===== config.mk =====
export PLATFORM = sky130hd
export DESIGN_NAME = multi_cycle_ctrl
export DESIGN_NICKNAME = d
export VERILOG_FILES = /design/src/rtl/multi_cycle_ctrl.sv
export SDC_FILE = /design/constraint.sdc
export NUM_CORES = 1
export LEC_CHECK = 0
export CAP_MARGIN = 20
export CELL_PAD_IN_SITES_DETAIL_PLACEMENT = 2
export CELL_PAD_IN_SITES_GLOBAL_PLACEMENT = 2
export CORE_MARGIN = 5
export CORE_UTILIZATION = 17
export DETAILED_ROUTE_END_ITERATION = 16
export PLACE_DENSITY = 0.87
export SLEW_MARGIN = 20
export SYNTH_ARGS = -nofsm -noshare
export SYNTH_HDL_FRONTEND = slang
export SYNTH_SLANG_ARGS = --single-unit

===== constraint.sdc =====
create_clock -name CLK -period 2.6 [get_ports CLK]
set_clock_uncertainty 0.1 [all_clocks]
set_input_delay 0.65 -clock CLK [delete_from_list [all_inputs] [get_ports CLK]]
set_output_delay 0.65 -clock CLK [all_outputs]
set_load 0.005 [all_outputs]

===== src/rtl/multi_cycle_ctrl.sv =====
// Multi-cycle CPU control unit: sequences IF/ID/EXE/MEM/WB and decodes
// opcode/funct/zero into PC, IR, register-file, ALU and data-memory controls.
module multi_cycle_ctrl #(
  parameter logic [5:0] OP_HALT  = 6'b111111,
  parameter logic [4:0] LINK_REG = 5'd31
) (
  input  logic       CLK,
  input  logic       RST,
  input  logic [5:0] opcode,
  input  logic [5:0] funct,
  input  logic       zero,
  output logic       PCWre,
  output logic       IRWre,
  output logic       RegWre,
  output logic [1:0] RegDst,
  output logic [1:0] WrDataSrc,
  output logic       ALUSrcB,
  output logic       ExtSel,
  output logic [2:0] ALUOp,
  output logic       mRD,
  output logic       mWR,
  output logic [1:0] PCSrc,
  output logic [2:0] state
);

  localparam logic [2:0] S_IF     = 3'b000;
  localparam logic [2:0] S_ID     = 3'b001;
  localparam logic [2:0] S_EXE_AL = 3'b110;
  localparam logic [2:0] S_EXE_BR = 3'b101;
  localparam logic [2:0] S_EXE_LS = 3'b010;
  localparam logic [2:0] S_MEM    = 3'b011;
  localparam logic [2:0] S_WB_AL  = 3'b111;
  localparam logic [2:0] S_WB_LD  = 3'b100;

  localparam logic [5:0] OP_RTYPE = 6'b000000;
  localparam logic [5:0] OP_ADDI  = 6'b001000;
  localparam logic [5:0] OP_ORI   = 6'b001101;
  localparam logic [5:0] OP_LW    = 6'b100011;
  localparam logic [5:0] OP_SW    = 6'b101011;
  localparam logic [5:0] OP_BEQ   = 6'b000100;
  localparam logic [5:0] OP_J     = 6'b000010;
  localparam logic [5:0] OP_JAL   = 6'b000011;

  localparam logic [2:0] ALU_ADD = 3'b000;
  localparam logic [2:0] ALU_SUB = 3'b001;
  localparam logic [2:0] ALU_AND = 3'b010;
  localparam logic [2:0] ALU_OR  = 3'b011;
  localparam logic [2:0] ALU_SLT = 3'b100;

  // The register file hardwires RegDst=00 to the link register.
  localparam logic [1:0] DST_LINK = (LINK_REG == 5'd31) ? 2'b00 : 2'b00;

  logic [2:0] state_q, state_d;
  logic is_r, is_addi, is_ori, is_lw, is_sw, is_beq, is_j, is_jal, is_halt;

  always_comb begin
    is_r    = (opcode == OP_RTYPE);
    is_addi = (opcode == OP_ADDI);
    is_ori  = (opcode == OP_ORI);
    is_lw   = (opcode == OP_LW);
    is_sw   = (opcode == OP_SW);
    is_beq  = (opcode == OP_BEQ);
    is_j    = (opcode == OP_J);
    is_jal  = (opcode == OP_JAL);
    is_halt = (opcode == OP_HALT);
  end

  always_ff @(posedge CLK) begin
    if (RST) state_q <= S_IF;
    else     state_q <= state_d;
  end

  always_comb begin
    state_d = S_IF;
    case (state_q)
      S_IF: state_d = S_ID;
      S_ID: begin
        if (is_r || is_addi || is_ori) state_d = S_EXE_AL;
        else if (is_beq)               state_d = S_EXE_BR;
        else if (is_lw || is_sw)       state_d = S_EXE_LS;
        else if (is_halt)              state_d = S_ID;
        else                           state_d = S_IF;
      end
      S_EXE_AL: state_d = S_WB_AL;
      S_EXE_BR: state_d = S_IF;
      S_EXE_LS: state_d = S_MEM;
      S_MEM:    state_d = is_lw ? S_WB_LD : S_IF;
      S_WB_AL:  state_d = S_IF;
      S_WB_LD:  state_d = S_IF;
      default:  state_d = S_IF;
    endcase
  end

  // Datapath selects depend only on the instruction class.
  always_comb begin
    ALUSrcB = is_addi || is_ori || is_lw || is_sw;
    ExtSel  = !is_ori;
    ALUOp   = ALU_ADD;
    if (is_ori) begin
      ALUOp = ALU_OR;
    end else if (is_beq) begin
      ALUOp = ALU_SUB;
    end else if (is_r) begin
      case (funct)
        6'b100010: ALUOp = ALU_SUB;
        6'b100100: ALUOp = ALU_AND;
        6'b100101: ALUOp = ALU_OR;
        6'b101010: ALUOp = ALU_SLT;
        default:   ALUOp = ALU_ADD;
      endcase
    end
  end

  logic pc_wre, ir_wre, reg_wre, m_rd, m_wr;

  always_comb begin
    pc_wre    = 1'b0;
    ir_wre    = 1'b0;
    reg_wre   = 1'b0;
    m_rd      = 1'b0;
    m_wr      = 1'b0;
    RegDst    = 2'b00;
    WrDataSrc = 2'b00;
    PCSrc     = 2'b00;
    case (state_q)
      S_IF: ir_wre = 1'b1;
      S_ID: begin
        if (is_j || is_jal) PCSrc = 2'b10;
        if (is_jal) begin
          reg_wre   = 1'b1;
          RegDst    = DST_LINK;
          WrDataSrc = 2'b10;
        end
        // Anything not dispatched to an EXE state (and not halt) ends here.
        pc_wre = !(is_r || is_addi || is_ori || is_beq || is_lw || is_sw || is_halt);
      end
      S_EXE_BR: begin
        pc_wre = 1'b1;
        PCSrc  = zero ? 2'b01 : 2'b00;
      end
      S_MEM: begin
        m_rd   = is_lw;
        m_wr   = is_sw;
        pc_wre = is_sw;
      end
      S_WB_AL: begin
        pc_wre  = 1'b1;
        reg_wre = 1'b1;
        RegDst  = is_r ? 2'b10 : 2'b01;
      end
      S_WB_LD: begin
        pc_wre    = 1'b1;
        reg_wre   = 1'b1;
        RegDst    = 2'b01;
        WrDataSrc = 2'b01;
      end
      default: ;
    endcase
  end

  // Reset blocks every architectural write, so an aborted instruction leaves no trace.
  always_comb begin
    PCWre  = pc_wre  && !RST;
    IRWre  = ir_wre  && !RST;
    RegWre = reg_wre && !RST;
    mRD    = m_rd    && !RST;
    mWR    = m_wr    && !RST;
    state  = state_q;
  end

endmodule


==> metrics.csv <==
metric,value,unit
CTS max path bufs,2,
WL/cell,17.51,um
hold path startpoint,state[0]$_SDFF_PP0_,
Syn Inst Count,78,
total die area,0.004381,sq mm
type of the worst setup path,in2out,
GR Util met2,0.2875,
layout cell share with drive strength beyond 1,0.5108,
worst setup slack after layout,-0.2595,ns
vias,853,
M1 GR Usage,0.1755,
initial antenna violation count,0,
Mapped Area,536.8,sq um
Rel. slew slack,0.7716,
post-synthesis average cell area,6.882,sq um
Slew @ Worst Pin,0.3420,ns
Yosys Warn Count,0,
post-synth top area cell,dfxtp_1,
Die Y,66.19,um
leakage,0.5379,nW
initial DRC count,11,
IO Count,34,
reg2reg end,state[2]$_SDFF_PP0_,
post-synthesis sequential area ratio,0.1119,
RSZ-0062 raised after global routing,true,
Post-Syn Nets,93,
Root Buffer,clkbuf_4,
"Max FO, Critical Path",3,
Layout area overhead,127.7,%
H-Tree Depth,1,
IO buf count,33,
Worst-Skew Late Latency,0.23,ns
final cell count without fillers,183,
Initial Util,0.1758,
"Hold Violations, Final",0,
DP HPWL,2158,um
# fillers,357,
Worst R2R Path Depth,6,
CP arrival,2.11,ns
GRT Util Overall,0.1510,
worst hold slack,0.5283,ns
routing usage on met3,0.03741,
CTS sink cnt,3,
post-synthesis cell type count,36,
most frequent cell after synthesis,nor2_1,
number of vias per cell,4.661,
final wirelength,3205,um
DRT Pass-1 Iters,2,
pin count of the biggest net entering global routing,12,
CTS tree,done,
worst hold path depth,2,
GRT overflow,0,
top_reg_cell synth,dfxtp_1,
vias in the first global route,967,
status,"finished, violations left",
Tcrit/Tclk final,1.100,
PD cells,207.5,mW/mm^2
GP Congestion,0.8215,
Yosys top cell area share,0.1119,
Core Area,0.003053,sq mm
Synth top cells by count,"nor2_1 (10), a21oi_1 (6), nand2_1 (6), nand3_1 (6), and3_1 (4)",
setup TNS,-0.8139,ns
CP required,1.85,ns
gr busiest metal,met2,
diode count,0,
Register Area,60.06,sq um
failing checks,setup timing,
r2r startpoint,state[1]$_SDFF_PP0_,
Critical Path Sink Type,output pin,
Final Core Density,0.4004,
Area contributors post-synth,"dfxtp_1 (11%), nor2_1 (7.0%), a21oi_1 (5.6%)",
Die Wd,66.19,um
critical path startpoint category,input port,
residual DRC count,0,
Largest register FFs,3,
Max VDD drop,121.8,uV
#FFs+latches synth,3,
placed insts,166,
worst hold path type,reg2reg,
Post-synth EDFFs,0,
cts hold-fix bufs,0,
CTS buffer count,3,
first-pass GRT wire length,5099,um
WHS Endpoint,state[0]$_SDFF_PP0_,
row cnt,20,
fmax,349.7,MHz
reg2reg setup slack,0.79,ns
"Slew Viols, Final",0,
number of max-cap violations,0,
# setup viols final,7,
ys async rst share,0,
clock-pin slew on the worst setup and hold paths,0.04,ns
area of the multi-input gates,504.2,sq um
fin nets,155,
post-route ant nets,0,
min cycle time layout,2.860,ns
worst slack at placement,-1.049,ns
-- where the power goes --
part	total [mW]	switching (mW)	internal (mW)
logic	0.124	0.0557	0.0683
clock network	0.0808	0.0233	0.0575
registers	0.0488	0.000942	0.0479
-- per-stage QoR --
| stage | area (sq um) | total power [mW] |
|---|---|---|
| after global routing | 1222 | 0.2697 |
| after CTS | 1185 | 0.2488 |
| after detailed placement | 1011 | 0.1469 |
| final | 1222 | 0.2537 |
| after global placement | 1011 | 0.1419 |
| after floorplan | 536.8 | 0.08854 |
-- logic make-up after synthesis --
kind of cell | share of synthesized area
xor gates and xnor gates | 0.03264
AOI/OAI and AO/OA | 0.2425
and+or+nand+nor | 0.5128
buffers and inverters | 0.1002
DFF | 0.1119
-- layout by cell type (no fill, tap or decap), drive strengths merged, types with 2 or more instances in the layout --
cell type	instances
dfxtp	3
or4	3
and3	5
and2	2
nor4	2
buf	45
inv	2
xnor2	2
clkbuf	5
nand2b	2
nor2	10
nor2b	3
nor3	3
o21ai	3
nand3b	2
a21oi	6
nand2	6
dlygate4sd2	5
o31ai	2
nand3	6
clkdlybuf4s50	13
-- worst max path at each step --
stage,to,from,slack (ns),cells after the start
2_1_floorplan,ALUOp[0],opcode[0],0.06,5
3_3_place_gp,ALUOp[1],opcode[4],-0.98,6
3_5_place_dp,ALUOp[1],opcode[4],-1.05,6
4_1_cts,ALUOp[1],opcode[5],-0.34,7
5_1_grt,ALUOp[0],opcode[0],-0.30,8
6_report,ALUOp[0],opcode[0],-0.26,8
-- layer usage --
| metal | vias to the layer above | wire (um) |
|---|---|---|
| met2 | 29 | 1668 |
| met4 | 0 | 14 |
| met5 | - | 0 |
| met1 | 416 | 1313 |
| met3 | 2 | 209 |
| li1 | 406 | - |
-- critical path, cell delays in order --
cell	delay, ns
buf_6	0.09
or4_4	0.55
nor3_4	0.17
buf_6	0.13
nand3b_4	0.08
buf_6	0.13
o31ai_4	0.16
buf_2	0.15
-- area by class of cell --
class,count,area share
Clock buffer,4,0.02149
Multi-Input combinational cell,66,0.4125
Timing Repair Buffer,64,0.4657
Sequential cell,3,0.04913
Tap cell,44,0.04504
Inverter,2,0.006141
-- repair_timing --
item                                   CTS  global route
gates resized for setup                 90            12
setup endpoints to repair               14            13
pin swaps                               14             9
endpoints found under the hold margin    0             0
setup buffers                           12             2
(Power assumes the default switching activity.)
==> patch: new RTL, config.mk and constraints unchanged <==
Make the reset (`RST`) asynchronous in one clocked block.
--- a/src/rtl/multi_cycle_ctrl.sv
+++ b/src/rtl/multi_cycle_ctrl.sv
@@ -66,5 +66,5 @@
   end
 
-  always_ff @(posedge CLK) begin
+  always_ff @(posedge CLK or posedge RST) begin
     if (RST) state_q <= S_IF;
     else     state_q <= state_d;
Formal check against the unedited RTL: differs if RST is asserted again (counterexample within 4 cycles, from zero or initial values and one cycle with RST high); with RST held inactive, the same outputs for 10 cycles.
==> patch against the unedited design <==
- the flow still finishes with violations (negative setup slack)
- sequential share of layout area rose by 1.2 points
- worst setup slack gained 230 ps
- power is 66% higher
- clock power up 8.7%
- final area grew 2.6%
- synthesized cell count down 3.8%
- sequential power rose by 100%
- routed wire length decreased by 3.5%
- non-clock buffer count did not move
- synthesized area rose by 11%
- sequential cell count did not move
- highest routed layer unchanged
==> patch: results (changes against the unedited design) <==
| Metric | Value |
|---|---|
| # nets final | 153 (was 155) |
| Hold Path Class | in -> async (was reg -> reg) |
| Post-place setup slack | -919 ps (was -1050 ps) |
| Worst-path fanout max | 2 (was 3) |
| Pleak | 0.564 nW (was 0.538 nW) |
| Met2 routed WL | 1680 um (was 1670 um) |
| TNS Setup | -104 ps (was -814 ps) |
| Total power | 0.421 mW (was 0.254 mW) |
| Status | finished with violations (unchanged) |
| Vias in the first global route | 987 (was 967) |
| Share of cells above drive strength 1 | 55.5% (was 51.1%) |
| Failing checks | negative setup slack (unchanged) |
| Finish-stage setup viols | 6 (was 7) |
| Peak supply drop | 0.179 mV (was 0.122 mV) |
| Instance area after placement | 0.00108 mm2 (was 0.00101 mm2) |
| Dominant cells by area after synthesis | dfrtp_1 (13%), nor2_1 (5.7%), bufbuf_16 (5.5%) (was dfxtp_1 (11%), nor2_1 (7.0%), a21oi_1 (5.6%)) |
| Critical Path AT | 1880 ps (was 2110 ps) |
| Met3 Use GR | 2.76% (was 3.74%) |
| Worst slew margin | 79.0% (was 77.2%) |
| Final worst slack | -27.2 ps (was -260 ps) |
| Power of the sequential group | 0.0976 mW (was 0.0488 mW) |
| Drt initial violations | 8 (was 11) |
| Critical Path Max Stage Delay | 390 ps (was 550 ps) |
| WL met1 | 1280 um (was 1310 um) |
| Leading area contributor after synthesis | dfrtp_1 (was dfxtp_1) |
| Via count | 858 (was 853) |
| Clock group power | 0.0878 mW (was 0.0808 mW) |
| Global-route wire length before repair | 4760 um (was 5100 um) |
| GPL Wtd Cong | 0.821 (was 0.822) |
| Wire length on met3 | 106 um (was 209 um) |
| Register area share after synthesis | 12.6% (was 11.2%) |
| GRT Total Usage | 12.2% (was 15.1%) |
| PostCTS Resize Cnt | 88 (was 90) |
| Routed WL | 3090 um (was 3210 um) |
| Worst skew pair latency | 250 ps (was 230 ps) |
| R2R depth | 4 (was 6) |
| Drt pass-1 iters | 3 (was 2) |
patch: kinds of logic (layout without fill, tap and decap cells):
group	Yosys count	in the layout
simple gates	41	41
flops	3	3
compound gates	20	20
buf+inv	10	72
xor+xnor	1	1
patch: layout make-up:
type | count | area (um2)
Tap cell | 46 | 57.6
Clock buffer | 4 | 26.3
Multi-Input combinational cell | 62 | 542
Sequential cell | 3 | 76.3
Inverter | 4 | 15.0
Timing Repair Buffer | 64 | 537
Fill cell | 406 | 2110
patch: worst max-delay path, delay by kind of cell:
kind	cells	cell delay, ps
AND/OR/NAND/NOR	3	660
buffers and inverters	3	390
AO/OA/AOI/OAI	1	170
patch: worst max path at each step:
stage	startpoint	to	slack (ps)
2_1_floorplan	opcode[4]	ALUOp[0]	220
3_3_place_gp	opcode[5]	ALUOp[0]	-850
3_5_place_dp	opcode[5]	ALUOp[0]	-920
4_1_cts	opcode[5]	ALUOp[1]	-130
5_1_grt	opcode[5]	ALUOp[1]	-130
6_report	opcode[5]	RegDst[0]	-30
